### config.mk
export PLATFORM = sky130hd
export DESIGN_NAME = psw_unit
export DESIGN_NICKNAME = d
export VERILOG_FILES = /design/src/rtl/psw_unit.sv
export SDC_FILE = /design/constraint.sdc
export NUM_CORES = 1
export LEC_CHECK = 0
export ABC_AREA = 0
export CORE_ASPECT_RATIO = 1.75
export CORE_UTILIZATION = 42
export DETAILED_ROUTE_END_ITERATION = 6
export PLACE_DENSITY_LB_ADDON = 0.1
export SYNTH_ARGS = -nofsm -noshare
export SYNTH_HDL_FRONTEND = slang
export SYNTH_SLANG_ARGS = --single-unit
### constraint.sdc
create_clock -name clk -period 2.6 [get_ports clk]
set_clock_uncertainty 0.15 [all_clocks]
set_input_delay 0.65 -clock clk [delete_from_list [all_inputs] [get_ports clk]]
set_output_delay 0.65 -clock clk [all_outputs]
set_load 0.005 [all_outputs]
### src/rtl/psw_unit.sv
// XM23 program-status-word unit: computes ALU flags, holds the architectural PSW
// and keeps a LIFO save stack of PSW values for exception entry and RETI.
module psw_unit #(
    parameter int          DATA_W      = 16,
    parameter int          STACK_DEPTH = 4,
    parameter logic [15:0] RESET_PSW   = 16'h00E0,
    localparam int         CNT_W       = $clog2(STACK_DEPTH + 1)
) (
    input  logic              clk,
    input  logic              rst,
    input  logic [DATA_W-1:0] a,
    input  logic [DATA_W-1:0] b,
    input  logic [DATA_W-1:0] result,
    input  logic              flag_en,
    input  logic              flag_mode,
    input  logic [4:0]        setcc,
    input  logic [4:0]        clrcc,
    input  logic              wr_en,
    input  logic [15:0]       wr_data,
    input  logic              push,
    input  logic [15:0]       push_psw,
    input  logic              pop,
    output logic [15:0]       psw_q,
    output logic [15:0]       psw_next,
    output logic [CNT_W-1:0]  stack_cnt,
    output logic              stack_full,
    output logic              stack_empty,
    output logic              stack_err
);

    localparam int               IDX_W   = (STACK_DEPTH > 1) ? $clog2(STACK_DEPTH) : 1;
    localparam logic [CNT_W-1:0] DEPTH_C = CNT_W'(STACK_DEPTH);
    localparam logic [CNT_W-1:0] ONE_C   = CNT_W'(1);

    localparam int BIT_C = 0;
    localparam int BIT_Z = 1;
    localparam int BIT_N = 2;
    localparam int BIT_V = 4;

    logic [15:0]      stack_mem [STACK_DEPTH];
    logic [CNT_W-1:0] cnt_q;
    logic [CNT_W-1:0] cnt_next;
    logic             err_q;
    logic             err_next;
    logic             stack_we;
    logic [IDX_W-1:0] push_idx;
    logic [IDX_W-1:0] top_idx;

    logic bm;
    logic am;
    logic rm;
    logic flag_c;
    logic flag_v;
    logic flag_z;
    logic flag_n;

    logic [4:0] cc_base;
    logic [4:0] cc_upd;

    // Only the operand sign bits feed the flag equations.
    logic unused_operand_bits;
    assign unused_operand_bits = ^{a[DATA_W-2:0], b[DATA_W-2:0]};

    assign bm = b[DATA_W-1];
    assign am = a[DATA_W-1];
    assign rm = result[DATA_W-1];

    // b arrives pre-complemented for subtract, so one carry/overflow table serves both.
    assign flag_c = (~bm & am & ~rm) | (bm & ~am & ~rm) | (bm & am);
    assign flag_v = (~bm & ~am & rm) | (bm & am & ~rm);
    assign flag_z = (result == '0);
    assign flag_n = rm;

    assign stack_full  = (cnt_q == DEPTH_C);
    assign stack_empty = (cnt_q == '0);
    assign stack_cnt   = cnt_q;
    assign stack_err   = err_q;

    assign push_idx = IDX_W'(cnt_q);
    assign top_idx  = IDX_W'(cnt_q - ONE_C);

    always_comb begin
        cc_base = psw_q[4:0];
        if (flag_en) begin
            cc_base[BIT_Z] = flag_z;
            cc_base[BIT_N] = flag_n;
            if (!flag_mode) begin
                cc_base[BIT_C] = flag_c;
                cc_base[BIT_V] = flag_v;
            end
        end
        cc_upd = (cc_base | setcc) & ~clrcc;
    end

    // Single prioritised next-state decode; psw_next doubles as the forwarding path.
    always_comb begin
        psw_next = psw_q;
        cnt_next = cnt_q;
        err_next = err_q;
        stack_we = 1'b0;
        if (rst) begin
            psw_next = RESET_PSW;
            cnt_next = '0;
            err_next = 1'b0;
        end else if (pop) begin
            if (stack_empty) begin
                err_next = 1'b1;
            end else begin
                psw_next = stack_mem[top_idx];
                cnt_next = cnt_q - ONE_C;
            end
        end else if (push) begin
            if (stack_full) begin
                err_next = 1'b1;
            end else begin
                stack_we = 1'b1;
                psw_next = push_psw;
                cnt_next = cnt_q + ONE_C;
            end
        end else if (wr_en) begin
            psw_next = wr_data;
        end else begin
            psw_next = {psw_q[15:5], cc_upd};
        end
    end

    always_ff @(posedge clk) begin
        if (rst) begin
            psw_q <= RESET_PSW;
            cnt_q <= '0;
            err_q <= 1'b0;
        end else begin
            psw_q <= psw_next;
            cnt_q <= cnt_next;
            err_q <= err_next;
        end
    end

    // Stack contents need no reset; only the count defines which entries are live.
    always_ff @(posedge clk) begin
        if (stack_we) begin
            stack_mem[push_idx] <= psw_q;
        end
    end

endmodule

==> results <==
power by group through the flow:
stage | clock [mW] | sequential (mW) | combinational [mW]
2_1_floorplan | 0 | 1.75 | 1.03
3_3_place_gp | 0 | 1.76 | 1.96
3_5_place_dp | 0 | 1.77 | 1.99
4_1_cts | 1.29 | 1.75 | 2.33
5_1_grt | 1.34 | 1.77 | 2.55
6_report | 1.26 | 1.75 | 2.37
layout make-up:
type / count / area [sq um] / area share
Multi-Input combinational cell: 195 / 1880 / 0.286
Tap cell: 122 / 153 / 0.0232
Sequential cell: 84 / 2330 / 0.353
Timing Repair Buffer: 201 / 1890 / 0.288
Clock buffer: 10 / 229 / 0.0348
Clock inverter: 6 / 71.3 / 0.0108
Inverter: 6 / 32.5 / 0.00494
logic make-up after synthesis:
| kind of cell | count (synthesis) | synth area share |
|---|---|---|
| AO/OA/AOI/OAI | 56 | 0.103 |
| XOR/XNOR | 2 | 0.00423 |
| adder cells (fa/ha/maj) | 6 | 0.0181 |
| buffers and inverters | 27 | 0.0371 |
| flip-flops | 84 | 0.560 |
| multiplexers | 55 | 0.190 |
| AND/OR/NAND/NOR | 76 | 0.0870 |
worst paths after layout:
kind                        startpoint                         to  slack (ns)
min             stack_err$_SDFFE_PP0P_     stack_err$_SDFFE_PP0P_        0.38
max reg2reg  stack_cnt[0]$_SDFFE_PP0P_  stack_cnt[2]$_SDFFE_PP0P_        0.40
min reg2reg     stack_err$_SDFFE_PP0P_     stack_err$_SDFFE_PP0P_        0.38
max          stack_cnt[0]$_SDFFE_PP0P_               psw_next[11]       -0.32
tightest hold or removal path: cells and delay by family (launching register included):
| kind | cells | cell delay [ns] |
|---|---|---|
| flops | 1 | 0.33 |
| compound gates | 2 | 0.16 |
flip-flops by register name, indices dropped and copies added, names as in the netlist:
| signal | count |
|---|---|
| stack_mem | 64 |
| psw_q | 16 |
| stack_cnt | 3 |
| stack_err | 1 |
placed cells by master, fill, tap and decap left out, types with 3 or more instances in the layout:
cell / instances
clkdlybuf4s50_1: 76
buf_4: 74
edfxtp_1: 64
mux2i_1: 30
nand2_1: 24
buf_2: 18
dfxtp_1: 18
nor2_1: 15
mux4_2: 13
buf_12: 13
a311oi_1: 12
nand2_2: 9
clkbuf_16: 9
dlygate4sd2_1: 8
a21oi_1: 7
buf_6: 7
a311oi_2: 6
a32oi_1: 6
mux2_2: 5
and2_1: 5
mux2_4: 4
nor4_1: 4
inv_1: 3
mux4_1: 3
nor2b_1: 3
a221oi_4: 3
a211oi_1: 3
ha_4: 3
ha_1: 3
repair_timing:
| action | in CTS | in global routing |
|---|---|---|
| resized for setup | 135 | 11 |
| endpoints found under the setup margin | 18 | 18 |
| setup buffers | 26 | 6 |
| gates cloned | 1 | 0 |
| pin swaps | 24 | 16 |
routing by layer:
layer | GRT usage | up-vias
met3 | 0.0356 | 23
met5 | 0 | -
li1 | - | 1612
met1 | 0.266 | 1676
met2 | 0.462 | 87
met4 | 0.103 | 0
==> run_results.csv <==
group,metric,value,unit
outcome,outcome,"complete, but fails checks",
outcome,violations,"negative setup slack",
pwr,vdd_drop_max,0.625,mV
yosys,synth_top_area_share,0.464,
sta,fmax,342,MHz
clock_tree,cts.sinks,84,
sta,setup_viol,16,
sta,hold_viol_final,0,
critical_path,worstPathArrival,2.12,ns
yosys,synth.distinct_cells,44,
detailed_routing,highest_layer,"met4",
sta,worst_hold_slack,0.375,ns
clock_tree,insertion_delay,0.33,ns
yosys,synth_fp_nets,409,
global_route,grt_max_degree,22,
yosys,synth_edf_count,64,
pwr,p_clk_frac,0.234,
min_path,hold_depth,2,
sta,rsz0062_at_grt,"true",
clock_tree,clock_path_buffers,2,
place,placed_area,5880,sq um
clock_tree,cts.clk_slew.worst_paths,0.06,ns
detailed_routing,first_pass_iters,4,
sta,fin_crit,2.92,ns
pwr,switching_power,1.64,mW
clock_tree,htreeDepth,3,
pwr,p_leak,2.49,nW
yosys,ys_seq_area_frac,0.560,
clock_tree,ctsHoldBuffers,0,
floorplanning,die_x,77.1,um
layout,nNetsFinal,600,
yosys,synth_area,4140,sq um
floorplanning,core_area,9530,sq um
layout,synthToLayoutAreaGrowth,59.0,%
pwr,comb_power_share,0.440,
yosys,ys.flop_type,"edfxtp_1",
critical_path,critPathBufInv,5,
critical_path,crit_chain,"inv_8, ha_4, ha_4, buf_12, buf_8, buf_6, mux2i_1, mux2i_1, nor2_1, a311oi_2, buf_2",
yosys,async_flop_share,0,
critical_path,start_kind,"flop",
floorplanning,io_pins,135,
clock_tree,cts_tree,"yes",
sta,tightest_slew,0.380,ns
critical_path,critical-path-slowest-cell,"dfxtp_4",
layout,fillerInstances,737,
critical_path,worstPathMaxFanout,4,
floorplanning,row_count,47,
detailed_routing,drtAntennaViolNets,0,
pwr,fin_total_pwr,5.38,mW
layout,finalInstanceArea,6590,sq um
detailed_routing,totalWireLength,11.7,mm
critical_path,endpoint_kind,"primary output",
detailed_routing,drt_iter0_markers,114,
detailed_routing,dr_wl_met2,6.57,mm
place,place_ws,-0.843,ns
yosys,ys_top_cells_by_count,"edfxtp_1, nand2_1, mux2i_1",
global_route,grt_pass1_wl,18.9,mm
clock_tree,clockRootBuffer,"clkbuf_16",
yosys,synthCells,306,
yosys,synth_warnings,0,
yosys,synth_area_leader_cell,"edfxtp_1",
critical_path,crit_required,1.80,ns
yosys,synth-seq-cells,84,
global_route,first_global_vias,3693,
floorplanning,fp.dieH,133,um
critical_path,path_depth,11,
pwr,p_int,3.74,mW
sta,fin_crit_sh,1.12,
place,routabilityCongestion,0.836,
yosys,netlist_top_cells_area,"edfxtp_1, dfxtp_1, mux2i_1",
job,cap_violations,0,
layout,fin_cells,624,
critical_path,cp_top_family,"buffers and inverters",
floorplanning,die-area,10300,sq um
pwr,pwr-share-seq,0.326,
sta,fin_ws,-0.320,ns
place,post-dp-hpwl,8.30,mm
place,dp_cells,579,
clock_tree,cts_buffers,9,
floorplanning,initial_core_util,0.435,
yosys,syn_area_per_cell,13.5,sq um
pwr,p_sw_frac,0.304,
global_route,grt_antenna_before_repair,0,
pwr,powerDensity,817,nW/um^2
sta,tns,-3.69,ns
sta,slew_viol_final,0,
layout,antenna_cells,0,
critical_path,cp_slowest_stage_delay,0.38,ns
critical_path,worstSetupPathType,"reg -> out",
detailed_routing,routedWlPerCell,18.8,um
detailed_routing,wl_met3,418,um
global_route,grt_overflow,0,
critical_path,ff2ff_path_depth,11,
detailed_routing,drc,0,
yosys,synth_most_common_cell,"edfxtp_1",
detailed_routing,viasPerCell,5.45,
sta,relSlewSlack,0.747,
place,placement.io_buffers,104,
detailed_routing,wl_met1,4.41,mm
min_path,hold_path.class,"reg -> reg",
layout,final_layout_size_suffix_gt1_frac,0.384,
global_route,grt_usage,0.244,
detailed_routing,vias,3398,
layout,finish.utilization,0.692,
(Power assumes the default switching activity.)
